===== src/rtl/system_commands_pkg.sv =====
// Shared opcodes, ALU operand addresses and state encodings for the command sequencer.
// Latency: n/a (constants and types only).
// Backpressure: n/a.
package system_commands_pkg;

    // Frame opcodes (first byte of every frame)
    localparam logic [7:0] CMD_REG_WRITE       = 8'hAA;
    localparam logic [7:0] CMD_REG_READ        = 8'hBB;
    localparam logic [7:0] CMD_ALU_OPERANDS    = 8'hCC;
    localparam logic [7:0] CMD_ALU_NO_OPERANDS = 8'hDD;

    // The ALU reads its operands from these two register file entries
    localparam int unsigned ALU_OPERAND_A_ADDRESS = 0;
    localparam int unsigned ALU_OPERAND_B_ADDRESS = 1;

    typedef enum logic [3:0] {
        ST_IDLE,
        ST_WR_ADDR,
        ST_WR_DATA,
        ST_RD_ADDR,
        ST_RD_WAIT,
        ST_OP_A,
        ST_OP_B,
        ST_ALU_FUNC,
        ST_ALU_WAIT,
        ST_SEND
    } sequencer_state_t;

    typedef enum logic [1:0] {
        TX_IDLE,
        TX_PUSH,
        TX_WAIT_BUSY_HIGH,
        TX_WAIT_BUSY_LOW
    } sender_state_t;

endpackage


===== src/rtl/command_sequencer_if.sv =====
// Bus bundle between the command sequencer and its RX, register file, ALU and TX neighbours.
// Latency: none (wires only).
// Backpressure: only tx_busy; every other transfer is a one-cycle strobe or qualifier.
// Modports: master = command sequencer side, slave = peripheral side.
interface command_sequencer_if #(
    parameter int DATA_WIDTH          = 8,
    parameter int REGISTER_FILE_DEPTH = 16,
    parameter int ALU_FUNCTION_WIDTH  = 4
);
    localparam int ADDRESS_WIDTH = $clog2(REGISTER_FILE_DEPTH);

    logic [DATA_WIDTH-1:0]         rx_data;
    logic                          rx_data_valid;
    logic [ADDRESS_WIDTH-1:0]      register_file_address;
    logic                          register_file_write_enable;
    logic [DATA_WIDTH-1:0]         register_file_write_data;
    logic                          register_file_read_enable;
    logic [DATA_WIDTH-1:0]         register_file_read_data;
    logic                          register_file_read_data_valid;
    logic                          alu_enable;
    logic [ALU_FUNCTION_WIDTH-1:0] alu_function;
    logic                          alu_clock_gate_enable;
    logic [2*DATA_WIDTH-1:0]       alu_result;
    logic                          alu_result_valid;
    logic [DATA_WIDTH-1:0]         tx_data;
    logic                          tx_data_valid;
    logic                          tx_busy;
    logic                          command_error;

    modport master (
        input  rx_data, rx_data_valid, register_file_read_data, register_file_read_data_valid,
               alu_result, alu_result_valid, tx_busy,
        output register_file_address, register_file_write_enable, register_file_write_data,
               register_file_read_enable, alu_enable, alu_function, alu_clock_gate_enable,
               tx_data, tx_data_valid, command_error
    );

    modport slave (
        output rx_data, rx_data_valid, register_file_read_data, register_file_read_data_valid,
               alu_result, alu_result_valid, tx_busy,
        input  register_file_address, register_file_write_enable, register_file_write_data,
               register_file_read_enable, alu_enable, alu_function, alu_clock_gate_enable,
               tx_data, tx_data_valid, command_error
    );

endinterface


===== src/rtl/command_sequencer_response_sender.sv =====
// Holds one or two response bytes and pushes them low byte first to the TX path.
// Latency: first push the cycle after load if tx_busy=0; done pulses one cycle after the last busy fall.
// Backpressure: each push waits for tx_busy=0, then for a full tx_busy 1->0 cycle before the next.
// Ports: clk/rst_n, load + two_bytes + load_data from the parent, tx_busy in, tx_data/tx_data_valid out, done out.
module response_sender
    import system_commands_pkg::*;
#(
    parameter int DATA_WIDTH = 8
) (
    input  logic                    clk,
    input  logic                    rst_n,
    input  logic                    load,
    input  logic                    load_two_bytes,
    input  logic [2*DATA_WIDTH-1:0] load_data,
    input  logic                    tx_busy,
    output logic [DATA_WIDTH-1:0]   tx_data,
    output logic                    tx_data_valid,
    output logic                    done
);
    sender_state_t           state;
    logic [2*DATA_WIDTH-1:0] buffer;
    logic                    second_pending;

    always_ff @(posedge clk or negedge rst_n) begin
        if (!rst_n) begin
            state          <= TX_IDLE;
            buffer         <= '0;
            second_pending <= 1'b0;
            tx_data        <= '0;
            tx_data_valid  <= 1'b0;
            done           <= 1'b0;
        end else begin
            tx_data_valid <= 1'b0;
            done          <= 1'b0;
            case (state)
                TX_IDLE: begin
                    if (load) begin
                        buffer         <= load_data;
                        second_pending <= load_two_bytes;
                        state          <= TX_PUSH;
                    end
                end
                TX_PUSH: begin
                    if (!tx_busy) begin
                        tx_data       <= buffer[DATA_WIDTH-1:0];
                        tx_data_valid <= 1'b1;
                        state         <= TX_WAIT_BUSY_HIGH;
                    end
                end
                // The transmitter must acknowledge with a busy period before the byte counts as taken
                TX_WAIT_BUSY_HIGH: begin
                    if (tx_busy) begin
                        state <= TX_WAIT_BUSY_LOW;
                    end
                end
                TX_WAIT_BUSY_LOW: begin
                    if (!tx_busy) begin
                        if (second_pending) begin
                            buffer         <= {{DATA_WIDTH{1'b0}}, buffer[2*DATA_WIDTH-1:DATA_WIDTH]};
                            second_pending <= 1'b0;
                            state          <= TX_PUSH;
                        end else begin
                            done  <= 1'b1;
                            state <= TX_IDLE;
                        end
                    end
                end
                default: state <= TX_IDLE;
            endcase
        end
    end

endmodule


===== src/rtl/command_sequencer.sv =====
// Decodes RX byte frames (AA write, BB read, CC ALU with operands, DD ALU) into register file / ALU ops and TX responses.
// Latency: write strobe and read strobe 1 cycle after the last needed byte; alu_enable 1 cycle after the function byte.
// Backpressure: none on RX (bytes arriving while busy are dropped with command_error); TX paced by tx_busy.
// Ports: reference_clk, reset (async active-low), bus (command_sequencer_if.master).
// Build option: define COMMAND_SEQUENCER_TIMEOUT_EN to abort partial frames after TIMEOUT_CYCLES idle cycles.
module command_sequencer
    import system_commands_pkg::*;
#(
    parameter int DATA_WIDTH          = 8,
    parameter int REGISTER_FILE_DEPTH = 16,
    parameter int ALU_FUNCTION_WIDTH  = 4
`ifdef COMMAND_SEQUENCER_TIMEOUT_EN
    ,
    parameter int TIMEOUT_CYCLES      = 65535
`endif
) (
    input logic                 reference_clk,
    input logic                 reset,
    command_sequencer_if.master bus
);
    localparam int ADDRESS_WIDTH = $clog2(REGISTER_FILE_DEPTH);

    sequencer_state_t        state;
    logic                    sender_load;
    logic                    sender_two_bytes;
    logic [2*DATA_WIDTH-1:0] sender_data;
    logic                    sender_done;
    logic                    timeout_hit;

    response_sender #(
        .DATA_WIDTH(DATA_WIDTH)
    ) u_response_sender (
        .clk           (reference_clk),
        .rst_n         (reset),
        .load          (sender_load),
        .load_two_bytes(sender_two_bytes),
        .load_data     (sender_data),
        .tx_busy       (bus.tx_busy),
        .tx_data       (bus.tx_data),
        .tx_data_valid (bus.tx_data_valid),
        .done          (sender_done)
    );

`ifdef COMMAND_SEQUENCER_TIMEOUT_EN
    localparam int TIMER_WIDTH = $clog2(TIMEOUT_CYCLES + 1);

    logic                   timed_state;
    logic [TIMER_WIDTH-1:0] idle_cycles;

    // Only states that are waiting for more frame bytes can time out
    assign timed_state = (state inside {ST_WR_ADDR, ST_WR_DATA, ST_RD_ADDR, ST_OP_A, ST_OP_B, ST_ALU_FUNC});
    assign timeout_hit = timed_state && !bus.rx_data_valid &&
                         (idle_cycles == TIMER_WIDTH'(TIMEOUT_CYCLES - 1));

    always_ff @(posedge reference_clk or negedge reset) begin
        if (!reset) begin
            idle_cycles <= '0;
        end else if (!timed_state || bus.rx_data_valid || timeout_hit) begin
            idle_cycles <= '0;
        end else begin
            idle_cycles <= idle_cycles + 1'b1;
        end
    end
`else
    assign timeout_hit = 1'b0;
`endif

    always_ff @(posedge reference_clk or negedge reset) begin
        if (!reset) begin
            state                          <= ST_IDLE;
            bus.register_file_address      <= '0;
            bus.register_file_write_enable <= 1'b0;
            bus.register_file_write_data   <= '0;
            bus.register_file_read_enable  <= 1'b0;
            bus.alu_enable                 <= 1'b0;
            bus.alu_function               <= '0;
            bus.alu_clock_gate_enable      <= 1'b0;
            bus.command_error              <= 1'b0;
            sender_load                    <= 1'b0;
            sender_two_bytes               <= 1'b0;
            sender_data                    <= '0;
        end else begin
            bus.register_file_write_enable <= 1'b0;
            bus.register_file_read_enable  <= 1'b0;
            bus.alu_enable                 <= 1'b0;
            bus.command_error              <= 1'b0;
            sender_load                    <= 1'b0;

            if (timeout_hit) begin
                // Abandon the partial frame without issuing any strobe
                state                     <= ST_IDLE;
                bus.command_error         <= 1'b1;
                bus.alu_clock_gate_enable <= 1'b0;
            end else begin
                case (state)
                    ST_IDLE: begin
                        if (bus.rx_data_valid) begin
                            case (bus.rx_data)
                                DATA_WIDTH'(CMD_REG_WRITE):    state <= ST_WR_ADDR;
                                DATA_WIDTH'(CMD_REG_READ):     state <= ST_RD_ADDR;
                                DATA_WIDTH'(CMD_ALU_OPERANDS): state <= ST_OP_A;
                                DATA_WIDTH'(CMD_ALU_NO_OPERANDS): begin
                                    // Ungate the ALU clock ahead of the function byte
                                    bus.alu_clock_gate_enable <= 1'b1;
                                    state                     <= ST_ALU_FUNC;
                                end
                                default: bus.command_error <= 1'b1;
                            endcase
                        end
                    end
                    ST_WR_ADDR: begin
                        if (bus.rx_data_valid) begin
                            bus.register_file_address <= bus.rx_data[ADDRESS_WIDTH-1:0];
                            state                     <= ST_WR_DATA;
                        end
                    end
                    ST_WR_DATA: begin
                        if (bus.rx_data_valid) begin
                            bus.register_file_write_data   <= bus.rx_data;
                            bus.register_file_write_enable <= 1'b1;
                            state                          <= ST_IDLE;
                        end
                    end
                    ST_RD_ADDR: begin
                        if (bus.rx_data_valid) begin
                            bus.register_file_address     <= bus.rx_data[ADDRESS_WIDTH-1:0];
                            bus.register_file_read_enable <= 1'b1;
                            state                         <= ST_RD_WAIT;
                        end
                    end
                    ST_RD_WAIT: begin
                        bus.command_error <= bus.rx_data_valid;
                        if (bus.register_file_read_data_valid) begin
                            sender_data      <= {{DATA_WIDTH{1'b0}}, bus.register_file_read_data};
                            sender_two_bytes <= 1'b0;
                            sender_load      <= 1'b1;
                            state            <= ST_SEND;
                        end
                    end
                    ST_OP_A: begin
                        if (bus.rx_data_valid) begin
                            bus.register_file_address      <= ADDRESS_WIDTH'(ALU_OPERAND_A_ADDRESS);
                            bus.register_file_write_data   <= bus.rx_data;
                            bus.register_file_write_enable <= 1'b1;
                            state                          <= ST_OP_B;
                        end
                    end
                    ST_OP_B: begin
                        if (bus.rx_data_valid) begin
                            bus.register_file_address      <= ADDRESS_WIDTH'(ALU_OPERAND_B_ADDRESS);
                            bus.register_file_write_data   <= bus.rx_data;
                            bus.register_file_write_enable <= 1'b1;
                            bus.alu_clock_gate_enable      <= 1'b1;
                            state                          <= ST_ALU_FUNC;
                        end
                    end
                    ST_ALU_FUNC: begin
                        if (bus.rx_data_valid) begin
                            bus.alu_function <= bus.rx_data[ALU_FUNCTION_WIDTH-1:0];
                            bus.alu_enable   <= 1'b1;
                            state            <= ST_ALU_WAIT;
                        end
                    end
                    ST_ALU_WAIT: begin
                        bus.command_error <= bus.rx_data_valid;
                        if (bus.alu_result_valid) begin
                            bus.alu_clock_gate_enable <= 1'b0;
                            sender_data               <= bus.alu_result;
                            sender_two_bytes          <= 1'b1;
                            sender_load               <= 1'b1;
                            state                     <= ST_SEND;
                        end
                    end
                    ST_SEND: begin
                        bus.command_error <= bus.rx_data_valid;
                        if (sender_done) begin
                            state <= ST_IDLE;
                        end
                    end
                    default: state <= ST_IDLE;
                endcase
            end
        end
    end

endmodule


===== src/flat_wrapper.sv =====
// flat-port wrapper written by rule: the top's interface ports become plain ports
module command_sequencer_flat import system_commands_pkg::*;
#(
    parameter int DATA_WIDTH          = 8,
    parameter int REGISTER_FILE_DEPTH = 16,
    parameter int ALU_FUNCTION_WIDTH  = 4

)
  (reference_clk, reset, bus_rx_data, bus_rx_data_valid, bus_register_file_read_data, bus_register_file_read_data_valid, bus_alu_result, bus_alu_result_valid, bus_tx_busy, bus_register_file_address, bus_register_file_write_enable, bus_register_file_write_data, bus_register_file_read_enable, bus_alu_enable, bus_alu_function, bus_alu_clock_gate_enable, bus_tx_data, bus_tx_data_valid, bus_command_error);
  command_sequencer_if #(.DATA_WIDTH(DATA_WIDTH), .REGISTER_FILE_DEPTH(REGISTER_FILE_DEPTH), .ALU_FUNCTION_WIDTH(ALU_FUNCTION_WIDTH)) bus_i ();
  input logic reference_clk;
  input logic reset;
  input wire logic [$bits(bus_i.rx_data)-1:0] bus_rx_data;
  input wire logic [$bits(bus_i.rx_data_valid)-1:0] bus_rx_data_valid;
  input wire logic [$bits(bus_i.register_file_read_data)-1:0] bus_register_file_read_data;
  input wire logic [$bits(bus_i.register_file_read_data_valid)-1:0] bus_register_file_read_data_valid;
  input wire logic [$bits(bus_i.alu_result)-1:0] bus_alu_result;
  input wire logic [$bits(bus_i.alu_result_valid)-1:0] bus_alu_result_valid;
  input wire logic [$bits(bus_i.tx_busy)-1:0] bus_tx_busy;
  output wire logic [$bits(bus_i.register_file_address)-1:0] bus_register_file_address;
  output wire logic [$bits(bus_i.register_file_write_enable)-1:0] bus_register_file_write_enable;
  output wire logic [$bits(bus_i.register_file_write_data)-1:0] bus_register_file_write_data;
  output wire logic [$bits(bus_i.register_file_read_enable)-1:0] bus_register_file_read_enable;
  output wire logic [$bits(bus_i.alu_enable)-1:0] bus_alu_enable;
  output wire logic [$bits(bus_i.alu_function)-1:0] bus_alu_function;
  output wire logic [$bits(bus_i.alu_clock_gate_enable)-1:0] bus_alu_clock_gate_enable;
  output wire logic [$bits(bus_i.tx_data)-1:0] bus_tx_data;
  output wire logic [$bits(bus_i.tx_data_valid)-1:0] bus_tx_data_valid;
  output wire logic [$bits(bus_i.command_error)-1:0] bus_command_error;
  assign bus_i.rx_data = bus_rx_data;
  assign bus_i.rx_data_valid = bus_rx_data_valid;
  assign bus_i.register_file_read_data = bus_register_file_read_data;
  assign bus_i.register_file_read_data_valid = bus_register_file_read_data_valid;
  assign bus_i.alu_result = bus_alu_result;
  assign bus_i.alu_result_valid = bus_alu_result_valid;
  assign bus_i.tx_busy = bus_tx_busy;
  assign bus_register_file_address = bus_i.register_file_address;
  assign bus_register_file_write_enable = bus_i.register_file_write_enable;
  assign bus_register_file_write_data = bus_i.register_file_write_data;
  assign bus_register_file_read_enable = bus_i.register_file_read_enable;
  assign bus_alu_enable = bus_i.alu_enable;
  assign bus_alu_function = bus_i.alu_function;
  assign bus_alu_clock_gate_enable = bus_i.alu_clock_gate_enable;
  assign bus_tx_data = bus_i.tx_data;
  assign bus_tx_data_valid = bus_i.tx_data_valid;
  assign bus_command_error = bus_i.command_error;
  command_sequencer #(.DATA_WIDTH(DATA_WIDTH), .REGISTER_FILE_DEPTH(REGISTER_FILE_DEPTH), .ALU_FUNCTION_WIDTH(ALU_FUNCTION_WIDTH)) u_core (.reference_clk(reference_clk), .reset(reset), .bus(bus_i));
endmodule

===== config.mk =====
export PLATFORM = sky130hd
export DESIGN_NAME = command_sequencer_flat
export DESIGN_NICKNAME = d
export VERILOG_FILES = /design/src/rtl/system_commands_pkg.sv /design/src/rtl/command_sequencer_if.sv /design/src/rtl/command_sequencer_response_sender.sv /design/src/rtl/command_sequencer.sv /design/src/flat_wrapper.sv
export SDC_FILE = /design/constraint.sdc
export NUM_CORES = 1
export LEC_CHECK = 0
export ABC_AREA = 1
export BUFFER_PORTS_ARGS = -buffer_cell sky130_fd_sc_hd__buf_4
export CORE_ASPECT_RATIO = 0.6
export CORE_MARGIN = 4
export CORE_UTILIZATION = 50
export DETAILED_ROUTE_END_ITERATION = 12
export PLACE_DENSITY = 0.73
export SYNTH_ARGS = -nofsm -noshare
export SYNTH_HDL_FRONTEND = slang
export SYNTH_SLANG_ARGS = --single-unit

===== constraint.sdc =====
create_clock -name reference_clk -period 2.13 [get_ports reference_clk]
set_clock_uncertainty 0.2 [all_clocks]
set_input_delay 0.213 -clock reference_clk [delete_from_list [all_inputs] [get_ports reference_clk]]
set_output_delay 0.213 -clock reference_clk [all_outputs]
set_load 0.01 [all_outputs]

# [After elaboration in Yosys (flattened, before gate mapping)]
# Cells that the tools add are included.
[word_totals] regBits=72 input_bits=38
[op_classes] n_eq_ne=34 n_mux=54 bitwise=1 reduce_logical=20
[op_table] cell="16-bit two-way mux" count=5
[op_table] cell="16-bit one-hot mux with 2 select lines" count=2
[op_table] cell="4-bit two-way mux" count=12
[op_table] cell="4-bit one-hot mux with 10 select lines" count=1
[op_table] cell="8-bit equality test, second input constant" count=4
[op_table] cell="2-bit != test, second input constant" count=15
[op_table] cell="1-bit two-way mux" count=22
[op_table] cell="4-bit by 3-bit equality test with 1-bit output, second input constant" count=4
[op_table] cell="4-bit one-hot mux with 4 select lines" count=1
[op_table] cell="4-bit one-hot mux with 3 select lines" count=1
[op_table] cell="4-bit AND reduction" count=3
[op_table] cell="11-bit AND reduction" count=1
[op_table] cell="4-bit by 2-bit equality test with 1-bit output, second input constant" count=2
[op_table] cell="4-bit equality test, second input constant" count=2
[op_table] cell="2-bit two-way mux" count=4
[op_table] cell="1-bit one-hot mux with 2 select lines" count=4
[op_table] cell="2-bit one-hot mux with 4 select lines" count=1
[op_table] cell="2-bit AND reduction" count=3
[op_table] cell="3-bit AND reduction" count=2
[op_table] cell="3-bit nonzero test" count=2
[op_table] cell="3-bit OR reduction" count=2
[op_table] cell="5-bit != test, second input constant" count=1
[op_table] cell="5-bit AND reduction" count=1
[op_table] cell="2-bit equality test, second input constant" count=2
[op_table] cell="other kinds (10)" count=12

# [Logic depth before layout (Yosys ltp)]
[depth] depth_word=5 ltp_mapped=10

# [By module]
# Synthesis repeated with hierarchy kept, for this count alone.
[unflattened] cells_unflattened=438 hier_area_um2=3559.7
[modules_own_cells] module="command_sequencer" instances=1 cells_per_inst=249 area_each_um2=2088.3
[modules_own_cells] module="response_sender" instances=1 cells_per_inst=189 area_each_um2=1471.4

# [Worst setup path before layout]
# Ideal clock, no wire load.
[synth_timing] path_kind="register to register" startpoint="register u_core.u_response_sender.state[0]" endpoint="register u_core.u_response_sender.buffer[3]" arrival_ps=1471 slack_ps=333 path_stages_with_launch=9 path_buffers=1 synth_period_minus_slack_ps=1797 cell_sequence="dfrtp_1 > inv_1 > ha_1 > inv_1 > o21ai_0 > a21oi_1 > o21a_1 > buf_2 > o21ai_0"
[synth_between] elab_chain_cells=3 word_cells_on_any_way=8
[synth_rtl] element="from (decl)" line="command_sequencer_response_sender.sv:20" rtl="sender_state_t state;"
[synth_rtl] element="from (signal assigned)" line="command_sequencer_response_sender.sv:26" rtl="state <= TX_IDLE;"
[synth_rtl] element="from (signal assigned)" line="command_sequencer_response_sender.sv:40" rtl="state <= TX_PUSH;"
[synth_rtl] element="from (signal assigned)" line="command_sequencer_response_sender.sv:47" rtl="state <= TX_WAIT_BUSY_HIGH;"
[synth_rtl] element="2-bit equality test or 2-bit zero test (tied branches)" line="command_sequencer_response_sender.sv:35" rtl="case (state)"
[synth_rtl] element="2-bit != test (no source line), or another cell as far along"
[synth_rtl] element="4-bit AND reduction (no source line)"
[synth_rtl] element="to (signal assigned)" line="command_sequencer_response_sender.sv:38" rtl="buffer <= load_data;"
[synth_rtl] element="to (signal assigned)" line="command_sequencer_response_sender.sv:59" rtl="buffer <= {{DATA_WIDTH{1'b0}}, buffer[2*DATA_WIDTH-1:DATA_WIDTH]};"
[synth_rtl] element="to (decl)" line="command_sequencer_response_sender.sv:21" rtl="logic [2*DATA_WIDTH-1:0] buffer;"
# Parallel ways exist; a longest one is shown, timed or not.
# A chain may end at the register's enable or synchronous reset.

# [Final worst setup path]
[layout_timing] startpoint="input port bus_rx_data[1]" endpoint="register u_core.state[0]"
[layout_between] elab_chain_cells=3 word_cells_on_any_way=6
[layout_rtl] element="from (decl)" line="flat_wrapper.sv:13" rtl="input wire logic [$bits(bus_i.rx_data)-1:0] bus_rx_data;"
[layout_rtl] element="8-bit equality test" line="command_sequencer.sv:98" rtl="case (bus.rx_data)"
[layout_rtl] element="5-bit != test (no source line) *"
[layout_rtl] element="11-bit AND reduction (no source line) *"
[layout_rtl] element="to (signal assigned)" line="command_sequencer.sv:99" rtl="DATA_WIDTH'(CMD_REG_WRITE): state <= ST_WR_ADDR;"
[layout_rtl] element="to (signal assigned)" line="command_sequencer.sv:100" rtl="DATA_WIDTH'(CMD_REG_READ): state <= ST_RD_ADDR;"
[layout_rtl] element="to (signal assigned)" line="command_sequencer.sv:101" rtl="DATA_WIDTH'(CMD_ALU_OPERANDS): state <= ST_OP_A;"
[layout_rtl] element="to (decl)" line="command_sequencer.sv:23" rtl="sequencer_state_t state;"
# Every way passes the cells marked *; elsewhere a longest branch is shown, timed or not.

==> reports/qor.csv <==
metric,value,unit
"Async S/R FF share, synth",100.0,%
detailed-route wire length,8282,um
drt pass-1 iters,5,
leak pwr,2.361,nW
Crit path buffers/inverters,4,
Setup TNS Final,0,ps
DR iter-0 viols,163,
routed len/inst,13.87,um
layout cells sized above 1,20.66,%
"Top cell by count, worst path",nand2_1,
Die Ht,71.39,um
Fin. Hold Viols,0,
Synth Cell Area,3348,um2
cts bufs inserted,9,
starting density of the core,53.12,%
Met2 Routed Length,3551,um
first-pass GRT wire length,14010,um
H-Tree Depth,3,
slew at the pin closest to its max-slew limit,435.3,ps
placed cell count,547,
highest routed layer,met4,
"delay-heaviest family, CP",buffers and inverters,
CTS tree,done,
# diodes,0,
RSZ-0062 raised after global routing,no,
Worst path max stage delay,540,ps
Post-CTS Setup Bufs,0,
Slew Limit Fails,0,
Final HPWL DP,5809,um
Yosys cell types,26,
number of synthesized register bits,72,
crit-path cells,"dlygate4sd3_1, buf_4, inv_1, nand2_1, inv_1, nand2_1, nand2_1, nand2_1, nand2_1, nand3_1, nand2_1, nand2_1",
DR vias,2974,
Post-layout nets,550,
Residual DRC,0,
Hold Crit Class,input port to register,
"Cell Count, Final, Fillers Out",597,
# fillers,494,
I/O pin count,68,
crit path time final,1898,ps
CP Class,input port to register,
status,"finished, final reports clean",
Setup-failing EPs final,0,
Worst Path Max Fanout,5,
Clock Path Buffers,2,
Rel. slew slack,70.91,%
pwr dens,1370,nW/um2
die width,113.6,um
CP startpoint kind,input port,
Root Driver,clkbuf_8,
area grow syn2layout,34.87,%
input/output buffers,67,
Skew-Pair Late Insertion Delay,350,ps
"CTS clk-pin slew, worst paths",70,ps
DR WL met3,626,um
Post-synth EDFFs,0,
Tcrit/Tclk final,89.12,%
GR Overflow Total,0,
largest net degree at the start of global routing,55,
Total Power,6.186,mW
Multi-input gate area,1255,um2
Core Area,6304,um2
vias per cell,4.982,
critical path's slowest cell,dlygate4sd3_1,
post-synthesis sequential area ratio,53.81,%
Sequential Area,1802,um2
gpl congestion,0.9773,
vias in the first global route,2896,
crit end category,register,
most common flop cell mapped by yosys,dfrtp_1,
post-route ant nets,0,
clock sinks,72,
GRT Util Overall,22.10,%
initial antenna violation count,0,
FP Rows,22,
DIE AREA,8113,um2
Mapped Cells,401,
M1 wire length,4014,um
Max Fclk,0.5268,GHz
maxcap violations,0,
maximum vdd drop,596.4,uV
"Avg Cell Area, Syn",8.350,um2
Syn. warnings,0,
syn_nets,443,
CP arrival,1940,ps
required time worst endpoint,2170,ps
-- flip-flops by register name, indices dropped and copies added, names as in the netlist, 2 cells and up --
register and flops:
u_core.bus.register_file_address 4, u_core.sender_data 16, u_core.u_response_sender.tx_data 8, u_core.state 4
u_core.bus.register_file_write_data 8, u_core.u_response_sender.buffer 16, u_core.u_response_sender.state 2, u_core.bus.alu_function 4
-- layer usage --
metal  global-route usage, %  up-vias
met5                       0        -
met2                   31.31      104
li1                        -     1490
met3                   6.329       10
met1                   32.81     1370
met4                   6.800        0
-- synthesized netlist by cell type, drive strengths merged (2+ instances only) --
master	instances	share of area (%)
o22ai	9	1.7
o21ai	50	8.0
nand2	117	14
nor3	2	0.30
buf	5	1.2
inv	62	7.2
nand3	20	3.0
a21oi	9	1.7
clkbuf	3	0.34
a31oi	9	1.7
dfrtp	72	54
ha	4	1.5
nor2	34	4.5
nand4	3	0.56
-- what timing repair did --
item                       CTS  global route
hold buffers                34             0
hold endpoints to repair   101             0
setup endpoints to repair    0             3
gates resized for setup      0             1
-- worst reg2reg max path: cells and delay by family (launching register included) --
family	cells	cell delay, ps
adder cells (fa/ha/maj)	1	180
AO/OA/AOI/OAI	4	560
buffers and inverters	3	340
AND/OR/NAND/NOR	1	70
flip-flops	1	410
-- per-stage QoR --
step           utilization (%)  setup WS (ps)  hold WS, ps  instance area (um2)
6_report                 71.64          231.8        21.82                 4516
5_1_grt                  71.64          24.29        40.78                 4516
4_1_cts                  71.58          218.6        11.84                 4512
3_5_place_dp             62.70          249.8       -93.21                 3953
3_3_place_gp             62.70          313.5       -95.89                 3953
2_1_floorplan                -          333.0       -282.6                 3348
-- power by group --
part,leakage (nW),switching (mW),internal (mW)
sequential,0.903,0.326,1.96
combinational,1.35,1.65,1.07
clock,0.111,0.516,0.665
total,2.36,2.49,3.70
-- cell type report --
class	count	area share (%)
clock buffers	10	2.826
clock inverters	6	2.023
inverters	63	5.403
multi-input cells	258	27.79
flip-flops and latches	72	39.90
well taps	84	2.328
repair buffers	104	19.73
-- cell families after synthesis --
logic type                 after synthesis  synth area share (%)
buffers and inverters                   71                 8.819
DFF                                     72                 53.81
AOI/OAI and AO/OA                       78                 13.30
and+or+nand+nor                        176                 22.57
adders and majority gates                4                 1.495
-- layout by cell type, fill, tap and decap left out --
master,instances
nand4_1,3
o21ai_0,42
o21ai_2,5
a31oi_1,9
a21oi_4,1
clkinv_4,2
a21oi_1,7
nor2_4,3
inv_6,1
nand3_1,20
bufinv_16,2
nor2_1,31
inv_2,3
nand2_4,4
nand2_2,3
o21ai_1,3
nor3_1,2
buf_12,2
o21a_1,1
clkbuf_8,9
dfrtp_1,72
inv_8,1
a21oi_2,1
clkinv_2,1
inv_1,58
nand2_1,110
o22ai_1,9
buf_4,68
clkbuf_1,1
ha_1,4
clkinv_1,1
dlygate4sd3_1,34
-- worst paths after layout --
kind | depth (start not counted) | end | slack [ps] | startpoint
max in group asynchronous | 3 | u_core.u_response_sender.tx_data[0] | 1090 | reset
setup reg to reg | 9 | u_core.u_response_sender.buffer[7] | 260 | u_core.u_response_sender.state[1]
setup / recovery | 12 | u_core.state[0] | 230 | bus_rx_data[1]
min in group asynchronous | 2 | u_core.state[2] | 70 | reset
hold reg to reg | 2 | u_core.u_response_sender.tx_data[7] | 290 | u_core.u_response_sender.tx_data[7]
hold / removal | 4 | u_core.sender_two_bytes | 20 | bus_register_file_read_data_valid
(Power assumes the default switching activity.)
